[src/rtl/control_mult_div_if.sv]
// Handshake/data bundle between the ID/EX stage (master) and the EX-stage mult/div sequencer (slave).
interface control_mult_div_if #(
  parameter int unsigned ANCHO = 32
);
  logic             inicio;
  logic [1:0]       op;
  logic [ANCHO-1:0] operando_a;
  logic [ANCHO-1:0] operando_b;
  logic             lee_hilo;
  logic             sel_hilo;
  logic             ocupado;
  logic             stall;
  logic             listo;
  logic             sel_salida;
  logic [ANCHO-1:0] hilo_dato;
  logic [ANCHO-1:0] hi;
  logic [ANCHO-1:0] lo;

  modport master (
    output inicio, op, operando_a, operando_b, lee_hilo, sel_hilo,
    input  ocupado, stall, listo, sel_salida, hilo_dato, hi, lo
  );

  modport slave (
    input  inicio, op, operando_a, operando_b, lee_hilo, sel_hilo,
    output ocupado, stall, listo, sel_salida, hilo_dato, hi, lo
  );
endinterface

[src/rtl/control_mult_div.sv]
// Iterative MULT/MULTU/DIV/DIVU sequencer owning HI/LO, with pipeline stall and EX result select.
// Define MULT_DIV_DIVISION_EN to build the restoring divider; otherwise DIV/DIVU starts are ignored.
module control_mult_div #(
  parameter int unsigned ANCHO = 32,
  parameter int unsigned ITER  = 32
) (
  input  logic              clk,
  input  logic              reset,
  control_mult_div_if.slave bus
);
  localparam int unsigned   CW       = $clog2(ITER);
  localparam logic [CW-1:0] CNT_LAST = CW'(ITER - 1);

  typedef enum logic [1:0] { IDLE, CALC, FIN } estado_t;

  estado_t            state_q, state_d;
  logic [CW-1:0]      cnt_q, cnt_d;
  logic [2*ANCHO-1:0] acc_q, acc_d;
  logic [ANCHO-1:0]   mag_b_q, mag_b_d;
  logic               neg_q, neg_d;
  logic               ocupado_q, ocupado_d;
  logic               listo_q, listo_d;
  logic [ANCHO-1:0]   hi_q, hi_d;
  logic [ANCHO-1:0]   lo_q, lo_d;

  logic               signo_a, signo_b, acepta;
  logic [ANCHO-1:0]   mag_a, mag_b;
  logic [ANCHO:0]     suma;
  logic [2*ANCHO-1:0] paso_mul, producto;

  assign signo_a = bus.op[0] & bus.operando_a[ANCHO-1];
  assign signo_b = bus.op[0] & bus.operando_b[ANCHO-1];
  assign mag_a   = signo_a ? -bus.operando_a : bus.operando_a;
  assign mag_b   = signo_b ? -bus.operando_b : bus.operando_b;

  // acc holds {partial product, remaining multiplier bits}; each step adds and shifts right.
  assign suma     = {1'b0, acc_q[2*ANCHO-1:ANCHO]} + (acc_q[0] ? {1'b0, mag_b_q} : '0);
  assign paso_mul = {suma, acc_q[ANCHO-1:1]};
  assign producto = neg_q ? -acc_q : acc_q;

`ifdef MULT_DIV_DIVISION_EN
  logic               es_div_q, es_div_d;
  logic               neg_rem_q, neg_rem_d;
  logic               div_cero_q, div_cero_d;
  logic [ANCHO-1:0]   a_orig_q, a_orig_d;
  logic               resta_ok;
  logic [ANCHO-1:0]   resto_nuevo, cociente, resto;
  logic [2*ANCHO-1:0] paso_div;

  // acc holds {remainder, dividend/quotient}; the shifted-in partial needs ANCHO+1 bits to compare.
  assign resta_ok    = acc_q[2*ANCHO-1:ANCHO-1] >= {1'b0, mag_b_q};
  assign resto_nuevo = acc_q[2*ANCHO-2:ANCHO-1] - mag_b_q;
  assign paso_div    = resta_ok ? {resto_nuevo, acc_q[ANCHO-2:0], 1'b1}
                                : {acc_q[2*ANCHO-2:0], 1'b0};
  assign cociente    = neg_q     ? -acc_q[ANCHO-1:0]       : acc_q[ANCHO-1:0];
  assign resto       = neg_rem_q ? -acc_q[2*ANCHO-1:ANCHO] : acc_q[2*ANCHO-1:ANCHO];
  assign acepta      = bus.inicio;
`else
  assign acepta      = bus.inicio & ~bus.op[1];
`endif

  always_comb begin
    state_d   = state_q;
    cnt_d     = cnt_q;
    acc_d     = acc_q;
    mag_b_d   = mag_b_q;
    neg_d     = neg_q;
    ocupado_d = ocupado_q;
    listo_d   = 1'b0;
    hi_d      = hi_q;
    lo_d      = lo_q;
`ifdef MULT_DIV_DIVISION_EN
    es_div_d   = es_div_q;
    neg_rem_d  = neg_rem_q;
    div_cero_d = div_cero_q;
    a_orig_d   = a_orig_q;
`endif
    unique case (state_q)
      IDLE: begin
        if (acepta) begin
          state_d   = CALC;
          cnt_d     = '0;
          ocupado_d = 1'b1;
          acc_d     = {{ANCHO{1'b0}}, mag_a};
          mag_b_d   = mag_b;
          neg_d     = signo_a ^ signo_b;
`ifdef MULT_DIV_DIVISION_EN
          es_div_d   = bus.op[1];
          neg_rem_d  = signo_a;
          div_cero_d = (bus.operando_b == '0);
          a_orig_d   = bus.operando_a;
`endif
        end
      end
      CALC: begin
        cnt_d = cnt_q + 1'b1;
        acc_d = paso_mul;
`ifdef MULT_DIV_DIVISION_EN
        if (es_div_q) acc_d = paso_div;
`endif
        if (cnt_q == CNT_LAST) begin
          state_d = FIN;
          listo_d = 1'b1;
        end
      end
      FIN: begin
        state_d      = IDLE;
        ocupado_d    = 1'b0;
        {hi_d, lo_d} = producto;
`ifdef MULT_DIV_DIVISION_EN
        if (es_div_q) begin
          if (div_cero_q) begin
            hi_d = a_orig_q;
            lo_d = '1;
          end else begin
            hi_d = resto;
            lo_d = cociente;
          end
        end
`endif
      end
      default: state_d = IDLE;
    endcase
  end

  always_ff @(posedge clk) begin
    if (reset) begin
      state_q   <= IDLE;
      cnt_q     <= '0;
      acc_q     <= '0;
      mag_b_q   <= '0;
      neg_q     <= 1'b0;
      ocupado_q <= 1'b0;
      listo_q   <= 1'b0;
      hi_q      <= '0;
      lo_q      <= '0;
`ifdef MULT_DIV_DIVISION_EN
      es_div_q   <= 1'b0;
      neg_rem_q  <= 1'b0;
      div_cero_q <= 1'b0;
      a_orig_q   <= '0;
`endif
    end else begin
      state_q   <= state_d;
      cnt_q     <= cnt_d;
      acc_q     <= acc_d;
      mag_b_q   <= mag_b_d;
      neg_q     <= neg_d;
      ocupado_q <= ocupado_d;
      listo_q   <= listo_d;
      hi_q      <= hi_d;
      lo_q      <= lo_d;
`ifdef MULT_DIV_DIVISION_EN
      es_div_q   <= es_div_d;
      neg_rem_q  <= neg_rem_d;
      div_cero_q <= div_cero_d;
      a_orig_q   <= a_orig_d;
`endif
    end
  end

  assign bus.ocupado    = ocupado_q;
  assign bus.listo      = listo_q;
  assign bus.hi         = hi_q;
  assign bus.lo         = lo_q;
  assign bus.stall      = ocupado_q & (bus.lee_hilo | bus.inicio);
  assign bus.sel_salida = bus.lee_hilo & ~ocupado_q;
  assign bus.hilo_dato  = bus.sel_hilo ? hi_q : lo_q;
endmodule

[src/flat_wrapper.sv]
// flat-port wrapper written by rule: the top's interface ports become plain ports
module control_mult_div_flat 
#(
  parameter int unsigned ANCHO = 32,
  parameter int unsigned ITER  = 32
)
  (clk, reset, bus_inicio, bus_op, bus_operando_a, bus_operando_b, bus_lee_hilo, bus_sel_hilo, bus_ocupado, bus_stall, bus_listo, bus_sel_salida, bus_hilo_dato, bus_hi, bus_lo);
  control_mult_div_if #(.ANCHO(ANCHO)) bus_i ();
  input  logic clk;
  input  logic reset;
  input wire logic [$bits(bus_i.inicio)-1:0] bus_inicio;
  input wire logic [$bits(bus_i.op)-1:0] bus_op;
  input wire logic [$bits(bus_i.operando_a)-1:0] bus_operando_a;
  input wire logic [$bits(bus_i.operando_b)-1:0] bus_operando_b;
  input wire logic [$bits(bus_i.lee_hilo)-1:0] bus_lee_hilo;
  input wire logic [$bits(bus_i.sel_hilo)-1:0] bus_sel_hilo;
  output wire logic [$bits(bus_i.ocupado)-1:0] bus_ocupado;
  output wire logic [$bits(bus_i.stall)-1:0] bus_stall;
  output wire logic [$bits(bus_i.listo)-1:0] bus_listo;
  output wire logic [$bits(bus_i.sel_salida)-1:0] bus_sel_salida;
  output wire logic [$bits(bus_i.hilo_dato)-1:0] bus_hilo_dato;
  output wire logic [$bits(bus_i.hi)-1:0] bus_hi;
  output wire logic [$bits(bus_i.lo)-1:0] bus_lo;
  assign bus_i.inicio = bus_inicio;
  assign bus_i.op = bus_op;
  assign bus_i.operando_a = bus_operando_a;
  assign bus_i.operando_b = bus_operando_b;
  assign bus_i.lee_hilo = bus_lee_hilo;
  assign bus_i.sel_hilo = bus_sel_hilo;
  assign bus_ocupado = bus_i.ocupado;
  assign bus_stall = bus_i.stall;
  assign bus_listo = bus_i.listo;
  assign bus_sel_salida = bus_i.sel_salida;
  assign bus_hilo_dato = bus_i.hilo_dato;
  assign bus_hi = bus_i.hi;
  assign bus_lo = bus_i.lo;
  control_mult_div #(.ANCHO(ANCHO), .ITER(ITER)) u_core (.clk(clk), .reset(reset), .bus(bus_i));
endmodule
[config.mk]
export PLATFORM = sky130hd
export DESIGN_NAME = control_mult_div_flat
export DESIGN_NICKNAME = d
export VERILOG_FILES = /design/src/rtl/control_mult_div_if.sv /design/src/rtl/control_mult_div.sv /design/src/flat_wrapper.sv
export SDC_FILE = /design/constraint.sdc
export NUM_CORES = 1
export LEC_CHECK = 0
export ABC_AREA = 1
export CORE_ASPECT_RATIO = 1.4
export CORE_MARGIN = 2
export CORE_UTILIZATION = 65
export CTS_CLUSTER_SIZE = 16
export DETAILED_ROUTE_END_ITERATION = 12
export DONT_BUFFER_PORTS = 1
export PLACE_DENSITY = 0.92
export SLEW_MARGIN = 15
export SYNTH_ARGS = -nofsm -noshare
export SYNTH_HDL_FRONTEND = slang
export SYNTH_SLANG_ARGS = --single-unit
[constraint.sdc]
create_clock -name clk -period 7.3 [get_ports clk]
set_clock_uncertainty 0.15 [all_clocks]
set_input_delay 1.095 -clock clk [delete_from_list [all_inputs] [get_ports clk]]
set_output_delay 1.095 -clock clk [all_outputs]
set_load 0.02 [all_outputs]
Yosys cells after proc, flatten, opt, wreduce, memory -nomap -nowiden
Index checks and enable logic that the tools add are counted.
{"block": "totals", "register_bits": 170, "inputBits": 71, "output_inout_bits": 100, "wordCells": 52}
{"block": "classes", "addsub": 5, "n_eq_ne": 5, "mux": 15, "bitwise": 10, "reduce_logical": 8}
{"cell": "$mux 32", "count": 4}
{"cell": "$mux 64", "count": 2}
{"cell": "$pmux 64 s2", "count": 1}
{"cell": "$neg 32->32", "count": 2}
{"cell": "$neg 64->64", "count": 1}
{"cell": "$add 32x33->33", "count": 1}
{"cell": "$pmux 5 s2", "count": 1}
{"cell": "$reduce_and 2->1", "count": 4}
{"cell": "$add 5x1->5 const B", "count": 1}
{"cell": "$and 1x1->1", "count": 5}
{"cell": "$eq 5x5->1 const B", "count": 1}
{"cell": "$mux 5", "count": 1}
{"cell": "$mux 2", "count": 2}
{"cell": "$ne 2x1->1 const B", "count": 2}
{"cell": "$pmux 2 s2", "count": 1}
{"cell": "$reduce_bool 2->1", "count": 2}
{"cell": "$not 1->1", "count": 3}
{"cell": "$eq 2x1->1 const B", "count": 1}
{"cell": "$eq 2x2->1 const B", "count": 1}
{"cell": "$logic_not 2->1", "count": 1}
{"cell": "$mux 1", "count": 2}
{"cell": "$pmux 1 s2", "count": 1}
{"cell": "$reduce_or 2->1", "count": 1}
{"cell": "$or 1x1->1", "count": 1}
{"cell": "$xor 1x1->1", "count": 1}

Logic depth before layout (Yosys ltp)
{"block": "depth", "ltp_word": 4, "ltp_mapped": 18, "mapped_depth_nobuf": 16}

Worst setup path after synthesis
OpenSTA, ideal clock, no wires.
{"block": "synth_path", "kind": "input -> output", "startpoint": "in bus_sel_hilo", "endpoint": "out bus_hilo_dato[10]", "arrival_ns": 2.117, "required_ns": 6.055, "setup_slack_ns": 3.938, "cell_stages": 4, "n_path_buf": 3, "cell_sequence": "clkbuf_1 -> buf_2 -> buf_1 -> a21oi_1"}
{"block": "synth_between", "elab_chain_len": 1}
{"element": "from (decl)", "line_no": "flat_wrapper.sv:16", "text": "input wire logic [$bits(bus_i.sel_hilo)-1:0] bus_sel_hilo;"}
{"element": "$mux 32", "line_no": "control_mult_div.sv:168", "text": "assign bus.hilo_dato = bus.sel_hilo ? hi_q : lo_q;"}
{"element": "to (decl)", "line_no": "flat_wrapper.sv:21", "text": "output wire logic [$bits(bus_i.hilo_dato)-1:0] bus_hilo_dato;"}
Every way passes these cells.

Worst setup path after layout
{"block": "layout_path", "startpoint": "reg u_core.lo_q[1] (netlist: u_core.bus.lo[1])", "endpoint": "out bus_hilo_dato[1]"}
{"block": "layout_between", "elab_chain_len": 1}
{"element": "from (decl)", "line_no": "control_mult_div.sv:24", "text": "logic [ANCHO-1:0] lo_q, lo_d;"}
{"element": "from (signal assigned)", "line_no": "control_mult_div.sv:152", "text": "lo_q <= lo_d;"}
{"element": "$mux 32", "line_no": "control_mult_div.sv:168"}
Every way passes these cells.

==> run metrics <==
Hold Buf Count CTS=0; HPWL Detailed=36.2 mm; Area growth syn-to-layout=4.57%; Buffers on Ports=0; Root Buffer=clkbuf_16; Rel. slew slack=31.9%; Post-synth EDFFs=0; crit start category=flip-flop; Avg Synthesized Cell Area=5.72 sq um; Residual DRC=0; register area share after synthesis=25.6%; layout cells sized above 1=3.73%; Hold Crit Class=flip-flop to flip-flop; hold_ws=0.332 ns; clock transition at the registers of the reported paths=0.07 ns; RSZ-0062 raised after global routing=false; CTS Sinks=170; CP Max Fanout=2; pins over their slew limit=0; Crit path max-delay family=compound AO/OA/AOI/OAI gates; first-pass GRT wire length=71.0 mm; commonest non-fill, non-tap cell in the layout=nand2_1; antenna violations before repair=0; Min Clock Period, post-route=2.92 ns; die area=21600 sq um; Top Ports=171; synth warn=0; Synth cell types=46; total gr overflow=0; post_cts resized=0; H-tree level count=4; synthesized area=13300 sq um; slowest cell on the critical path=o21ai_0; Skew-Pair Late Insertion Delay=0.46 ns; Cell Chain, Critical Path=inv_1 -> o21ai_0; drt total wl=46.0 mm; Die X=125 um; 1st-pass router iterations=6; routed vias=14.9k; crit end category=output pin; Post-CTS Setup Bufs=0; Worst Max-Slew Pin Slew=1.02 ns; Sum Neg Setup Slack=0 ns; Top FF cell, synth=dfxtp_1; required time worst endpoint=6.05 ns; commonest non-fill, non-tap cells in the layout=nand2_1 (641), inv_1 (359), nor2_1 (296); FF+latch area=3400 sq um; final hold vios=0; clock buffer depth=2; pwr/cell area=167 nW/um^2; critical path arrival=1.67 ns; GRT Util Overall=41.3%; Buf/Inv on CP=1; Num CTS Buffers=17; gpl congestion=1.01; core box area=19900 sq um; vias in the first global route=13.8k; WL/cell=18.2 um; top cell type's share of synthesized area=25.6%; drt initial violations=1459; crit path kind=flip-flop to output pin; Die Y=173 um; largest net degree at the start of global routing=105; flops & latches, synth=170; post-route clock period utilization=40.0%; ant diodes=0; ranking of synthesized cells by area=dfxtp_1 (26%), nand2_1 (18%), inv_1 (10%), nor2_1 (8.4%), nand3_1 (7.5%); area leader, netlist=dfxtp_1; static leakage=7.00 nW; FFs w/ async S/R, synth=0%; Syn Inst Count=2318; # fillers=1826; Multi-input gate area=8150 sq um; status=completed; Max VDD drop=0.171 mV; CP peak stage delay=0.55 ns; # nets final=2373; CTS tree=done; ANT nets after route=0; Max-Cap Viols=0; Starting Density=66.6%; Placement Rows=61; Vias per Instance=5.90; Final Setup Violations=0; Fmax achieved=343 MHz; Synth Net Count=2427
logic make-up after synthesis:
kind of cell	Yosys count	synth area share (%)
adders and majority gates	38	3.64
and+or+nand+nor	1228	38.6
buffers and inverters	450	13.0
DFF	170	25.6
xor gates and xnor gates	46	3.04
muxes	9	0.764
AOI/OAI and AO/OA	377	15.3
area by class of cell:
cell class / count / share of cell area (%)
Clock buffer: 19 / 3.26
Clock inverter: 12 / 0.784
Inverter: 369 / 9.98
Multi-Input combinational cell: 1698 / 58.7
Sequential cell: 170 / 24.5
Tap cell: 252 / 2.27
Timing Repair Buffer: 8 / 0.433
synthesized netlist by cell type, types with 11 or more instances:
cell / n
ha_1: 37
dfxtp_1: 170
clkbuf_1: 47
buf_2: 21
a31oi_1: 21
a21oi_1: 180
buf_1: 11
nand2_1: 641
nor3_1: 16
o21ai_0: 118
nand3_1: 198
xor2_1: 40
nand4_1: 31
nor2_1: 296
inv_1: 360
nand3b_1: 14
o22ai_1: 16
flip-flops by register name (all words and copies together) (netlist names):
signal              flops
u_core.acc_q           64
u_core.bus.hi          32
u_core.bus.lo          32
u_core.mag_b_q         32
u_core.cnt_q            5
u_core.state_q          2
u_core.bus.listo        1
u_core.bus.ocupado      1
u_core.neg_q            1
worst paths after layout:
kind / start / to / slack (ns) / depth (start not counted)
worst max-delay path: u_core.bus.lo[1] / bus_hilo_dato[1] / 4.38 / 2
worst min-delay path: u_core.cnt_q[4] / u_core.cnt_q[4] / 0.33 / 2
worst max register to register: u_core.acc_q[0] / u_core.acc_q[59] / 4.42 / 15
worst min register to register: u_core.cnt_q[4] / u_core.cnt_q[4] / 0.33 / 2
worst reg2reg max path, delay by kind of cell, from the launching register on:
kind / cells / cell delay (ns)
simple gates: 8 / 0.97
fa+ha+maj: 2 / 0.59
flops: 1 / 0.31
compound gates: 1 / 0.15
buf+inv: 4 / 0.64
where the power goes:
group / internal [mW] / total [mW] / switching [mW]
clock: 0.463 / 0.890 / 0.428
combinational: 0.128 / 0.447 / 0.319
sequential: 0.953 / 0.980 / 0.0269
through the flow:
| stage | utilization (%) | instances | area, sq um | setup slack [ns] | total power, mW |
|---|---|---|---|---|---|
| 3_5_place_dp | 66.8 | 2497 | 13300 | 4.01 | 1.43 |
| 3_3_place_gp | 66.8 | 2497 | 13300 | 4.05 | 1.43 |
| 4_1_cts | 69.7 | 2528 | 13900 | 4.40 | 2.30 |
| 6_report | 69.7 | 2528 | 13900 | 4.38 | 2.32 |
| 2_1_floorplan | - | 2318 | 13300 | 3.94 | 1.33 |
| 5_1_grt | 69.7 | 2528 | 13900 | 4.22 | 2.39 |
metal layers:
layer	part of all wire, %	vias to the layer above	GRT usage (%)	wire (um)
met1	37	6670	47.3	17100
li1	-	7262	-	-
met5	0	-	0	0
met4	8.2	0	30.4	3770
met3	8.4	167	6.75	3880
met2	46	806	69.0	21200
Note: power is estimated with default switching activity, not from simulation.
